==> config.mk <==
export PLATFORM = sky130hd
export DESIGN_NAME = uart_tx_serializer
export DESIGN_NICKNAME = d
export VERILOG_FILES = /design/src/rtl/uart_tx_serializer.sv
export SDC_FILE = /design/constraint.sdc
export NUM_CORES = 1
export LEC_CHECK = 0
export CAP_MARGIN = 30
export CORE_MARGIN = 4
export CORE_UTILIZATION = 50
export DETAILED_ROUTE_END_ITERATION = 16
export HOLD_SLACK_MARGIN = 0.15
export PLACE_DENSITY_LB_ADDON = 0.3
export REMOVE_ABC_BUFFERS = 1
export SLEW_MARGIN = 20
export SYNTH_ARGS = -nofsm -noshare
export SYNTH_HDL_FRONTEND = slang
export SYNTH_SLANG_ARGS = --single-unit
==> constraint.sdc <==
create_clock -name clk -period 2.2 [get_ports clk]
set_input_delay 0.44 -clock clk [delete_from_list [all_inputs] [get_ports clk]]
set_output_delay 0.44 -clock clk [all_outputs]
set_load 0.02 [all_outputs]
==> src/rtl/uart_tx_serializer.sv <==
// Framed serial transmitter: start bit (0), DATA_W payload bits LSB first, stop bit (1).
// Every output comes from a register or from decoded state; tx_valid/tx_data only reach the next-state logic.
module uart_tx_serializer #(
   parameter int DATA_W       = 8,
   parameter int CLKS_PER_BIT = 4
) (
   input  logic              clk,
   input  logic              reset,
   input  logic [DATA_W-1:0] tx_data,
   input  logic              tx_valid,
   output logic              tx_ready,
   output logic              tx_out,
   output logic              busy,
   output logic              frame_done
);

   localparam int CW = (CLKS_PER_BIT > 1) ? $clog2(CLKS_PER_BIT) : 1;
   localparam int IW = (DATA_W > 1) ? $clog2(DATA_W) : 1;
   localparam logic [CW-1:0] CNT_LAST = CW'(CLKS_PER_BIT - 1);
   localparam logic [IW-1:0] IDX_LAST = IW'(DATA_W - 1);

   typedef enum logic [1:0] {IDLE, START, DATA, STOP} state_t;

   state_t            state_q, state_d;
   logic [CW-1:0]     cnt_q, cnt_d;
   logic [IW-1:0]     idx_q, idx_d;
   logic [DATA_W-1:0] shift_q, shift_d;
   logic              tx_q, tx_d;
   logic              done_q, done_d;
   logic              bit_end;

   always_ff @(posedge clk or posedge reset) begin
      if (reset) begin
         state_q <= IDLE;
         cnt_q   <= '0;
         idx_q   <= '0;
         shift_q <= '0;
         tx_q    <= 1'b1;
         done_q  <= 1'b0;
      end else begin
         state_q <= state_d;
         cnt_q   <= cnt_d;
         idx_q   <= idx_d;
         shift_q <= shift_d;
         tx_q    <= tx_d;
         done_q  <= done_d;
      end
   end

   always_comb begin
      state_d = state_q;
      cnt_d   = cnt_q;
      idx_d   = idx_q;
      shift_d = shift_q;
      tx_d    = tx_q;
      done_d  = 1'b0;
      bit_end = (cnt_q == CNT_LAST);
      case (state_q)
         IDLE: begin
            tx_d = 1'b1;
            if (tx_valid) begin
               shift_d = tx_data;
               cnt_d   = '0;
               idx_d   = '0;
               tx_d    = 1'b0;
               state_d = START;
            end
         end
         START: begin
            if (bit_end) begin
               cnt_d   = '0;
               tx_d    = shift_q[0];
               state_d = DATA;
            end else begin
               cnt_d = cnt_q + 1'b1;
            end
         end
         DATA: begin
            if (bit_end) begin
               cnt_d   = '0;
               shift_d = shift_q >> 1;
               // Index saturates at the last bit so it never leaves 0..DATA_W-1.
               if (idx_q == IDX_LAST) begin
                  tx_d    = 1'b1;
                  state_d = STOP;
               end else begin
                  idx_d = idx_q + 1'b1;
                  tx_d  = shift_d[0];
               end
            end else begin
               cnt_d = cnt_q + 1'b1;
            end
         end
         STOP: begin
            if (bit_end) begin
               cnt_d   = '0;
               done_d  = 1'b1;
               state_d = IDLE;
            end else begin
               cnt_d = cnt_q + 1'b1;
            end
         end
         default: state_d = IDLE;
      endcase
   end

   assign tx_ready   = (state_q == IDLE);
   assign busy       = (state_q != IDLE);
   assign tx_out     = tx_q;
   assign frame_done = done_q;

endmodule

==> results.py <==
metrics = {
    "logic_synthesis": {
        "synthArstFlopShare_pct": 100,
        "synth_largest_area_cell": "dfrtp_1",
        "synth_seq_area_share_pct": 39.9,
        "syn_area_per_cell_sq_um": 11.7,
        "muxShareOfSynthArea_pct": 20.6,
        "synth_top_family_by_area": "multiplexers",
        "netlist_top_cells_count": "16 x dfrtp_1, 10 x ha_1, 8 x mux2_2",
        "synthAdderAreaFrac_pct": 11.7,
        "synth_enable_flop_cells": 0,
        "postSynthRegisterBits": 17,
        "dominantRegCellSynth": "dfrtp_1",
        "synth-xor-area-share_pct": 0,
        "yosysUniqueCellTypes": 32,
        "synth_area_sq_um": 1070,
        "synth_area_leaders": "dfrtp_1 37%, ha_1 12%, mux2_4 9.8%",
        "fraction_of_the_mapped_netlist_area_in_simple_logic_gates_pct": 13.0,
        "synthMostInstantiatedCell": "dfrtp_1",
        "yosysWarningCount": 0,
        "netlist.area_leader.share_pct": 37.5,
        "fraction_of_the_mapped_netlist_area_in_compound_gates_pct": 10.1,
        "synthCells": 91,
    },
    "global_routing": {
        "global_route_wire_length_before_repair_mm": 3.28,
        "gr-usage-all-layers_pct": 15.8,
        "globalRouteOverflowTotal": 0,
        "first_global_vias": 723,
        "number_of_antenna_violations_at_the_first_check_in_global_routing": 0,
        "grt_max_degree": 18,
    },
    "sta": {
        "clock-skew-final_ns": 0.00505,
        "grt_setup_unrepaired": "false",
        "max_slew_margin_pct": 57.4,
        "min_period_ns": 1.97,
        "timing_max_transition_violations_final": 0,
        "period_utilisation_layout_pct": 89.7,
        "final_count_of_negative_setup_slack_endpoints": 0,
        "min_setup_slack_post_route_ns": 0.226,
        "tightestPinTransition_ns": 0.638,
        "hold_violations": 0,
        "max_clock_freq_mhz": 507,
        "final_tns_setup_ns": 0,
    },
    "routing": {
        "drc_errors": 0,
        "drt_wl_total_mm": 1.91,
        "top_metal_layer_carrying_routed_signals": "met4",
        "met2WireLength_um": 925,
        "route.met3.wl_um": 75,
        "post_drt_via_cell_ratio": 5.25,
        "initialDrtViolationCount": 11,
        "wl_per_cell_um": 14.0,
        "wire_length_on_met1_um": 870,
        "routed-via-count": 714,
        "drt-pass1-iter-count": 4,
        "route.antenna.remaining_nets": 0,
    },
    "outcome": {
        "status": "finished clean",
    },
    "critical_path": {
        "cpMaxStageDelayCell": "dfrtp_1",
        "rr_worst_depth": 6,
        "end_kind": "output port",
        "crit_arrival_ns": 1.53,
        "worst-r2r-setup-slack_ns": 0.24,
        "critical_path.reg2reg.endpoint": "shift_q[2]",
        "largest_delay_contributor_family_on_the_critical_path": "buffers and inverters",
        "cp_common_cell": "inv_1",
        "worst_r2r_startpoint": "state_q[0]",
        "crit_path_cell_trace": "inv_1 -> ha_1 -> inv_1 -> dlygate4sd2_1",
        "timing.critical_path.from_type": "register",
        "worst-path-buf-inv": 3,
        "worst-path-max-fanout": 6,
        "cp.required_ns": 1.76,
        "worst_path_largest_cell_delay_ns": 0.43,
        "setup.worst_path.class": "register to output port",
    },
    "cells_and_area": {
        "postLayoutCoreUtil_pct": 63.1,
        "final_design_area_no_fill_sq_um": 1260,
        "final_layout_size_suffix_gt1_share_pct": 24.8,
        "nNetsFinal": 131,
        "fill_count": 182,
        "final_antenna_diode_count": 0,
        "seqCellArea_sq_um": 427,
        "multiInputGateArea_sq_um": 592,
        "areaGrowthSynthToFinish_pct": 18.1,
    },
    "floorplan": {
        "chipWidth_um": 54.2,
        "initial_core_util_pct": 53.4,
        "std_cell_rows": 16,
        "floorplan.io_pins": 15,
        "total_die_area_sq_um": 2940,
        "die_h_um": 54.2,
        "core_area_sq_um": 2000,
    },
    "job": {
        "cap_violations": 0,
    },
    "clock_network": {
        "clockBufferDepth": 2,
        "cts-buffers-inserted": 3,
        "worstSkewPairLatency_ns": 0.29,
        "cts_hold_repair.buffers": 0,
        "cts_setup_buffers": 0,
        "cts_htree_levels": 1,
        "tritoncts": "built",
        "clk_transition_reported_paths_ns": 0.10,
        "post_cts_resize_count": 2,
        "numClockSinks": 17,
        "root_buffer_cell": "clkbuf_4",
    },
    "place": {
        "place_ws_ns": 0.207,
        "io_buffer_count": 14,
        "hpwlAfterDp_mm": 1.53,
        "place.gp.congestion": 0.800,
        "postPlaceCellArea_sq_um": 1240,
    },
    "power_and_ir_drop": {
        "p_per_area_nw_per_um2": 1450,
        "total_leakage_power_nw": 0.579,
        "max-vdd-ir-drop_mv": 0.681,
    },
    "worst_hold_path": {
        "hold_path.class": "register to register",
        "worst_hold_path.endpoint": "cnt_q[1]",
        "min_path_cells": 2,
        "hp-start": "cnt_q[1]",
    },
}
## worst max path at each step
stage | depth (start not counted) | slack (ns) | to | start
2_1_floorplan | 5 | 0.37 | shift_q[0] | state_q[0]
5_1_grt | 4 | 0.13 | busy | state_q[0]
3_3_place_gp | 4 | 0.26 | shift_q[1] | tx_valid
4_1_cts | 4 | 0.21 | busy | state_q[0]
6_report | 4 | 0.23 | busy | state_q[0]
3_5_place_dp | 4 | 0.21 | shift_q[2] | tx_valid
## cells by family after synthesis
family | after synthesis
adders and majority gates | 10
and+or+nand+nor | 23
AOI/OAI and AO/OA | 15
muxes | 17
buffers and inverters | 9
DFF | 17
## worst min-delay path, stage by stage (launching register included)
cell	delay [ns]
dfrtp_1	0.37
nand2_1	0.05
nand2_1	0.05
## report_power, final
part | internal [mW] | total (mW) | leakage (nW) | switching (mW)
logic | 0.577 | 1.08 | 0.356 | 0.502
clock network | 0.0677 | 0.164 | 0.0177 | 0.0962
registers | 0.477 | 0.587 | 0.205 | 0.110
total | 1.12 | 1.83 | 0.579 | 0.709
## sequential cells by signal, indices dropped and copies added, names as in the netlist
| name | count |
|---|---|
| cnt_q | 2 |
| tx_out | 1 |
| state_q | 2 |
| shift_q | 8 |
| idx_q | 3 |
| frame_done | 1 |
## metrics by stage
stage / instances / hold WS (ns) / total power [mW]
2_1_floorplan: 88 / 0.365 / 1.40
3_3_place_gp: 132 / 0.469 / 1.66
3_5_place_dp: 132 / 0.475 / 1.70
4_1_cts: 136 / 0.500 / 1.85
5_1_grt: 136 / 0.539 / 1.98
6_report: 136 / 0.505 / 1.83
## cells in the final DEF, fill, tap and decap left out
cell type	instances
a21o_2	1
a21oi_1	1
a31oi_1	2
a32oi_1	1
and2_1	1
and2b_1	2
buf_4	3
clkbuf_4	3
clkdlybuf4s50_1	12
clkinv_2	1
dfrtp_1	16
dfstp_2	1
dlygate4sd2_1	2
ha_1	10
inv_1	6
mux2_1	1
mux2_2	8
mux2_4	7
mux2i_2	1
nand2_1	5
nand2b_1	2
nand3_1	3
nand3b_1	1
nand4_1	2
nor2_1	3
nor2_8	1
nor2b_1	1
nor4_1	1
o2111ai_1	1
o21ai_0	4
o21bai_1	2
o221a_2	1
o311ai_0	1
o41ai_1	1
or2b_1	1
## cell type report
| cell class | instances | area share, % |
|---|---|---|
| inverter | 6 | 1.78 |
| clock inverter | 1 | 0.396 |
| tap | 27 | 2.68 |
| clock buffer | 3 | 1.78 |
| multi-input combinational | 65 | 46.9 |
| timing repair buffer | 17 | 12.7 |
| sequential | 17 | 33.8 |
## per-layer routing
layer  GRT usage (%)  up-vias
met5               0        -
met4            7.47        0
met3            2.45        5
met2            26.5       14
met1            19.8      333
li1                -      362
(Power assumes the default switching activity.)
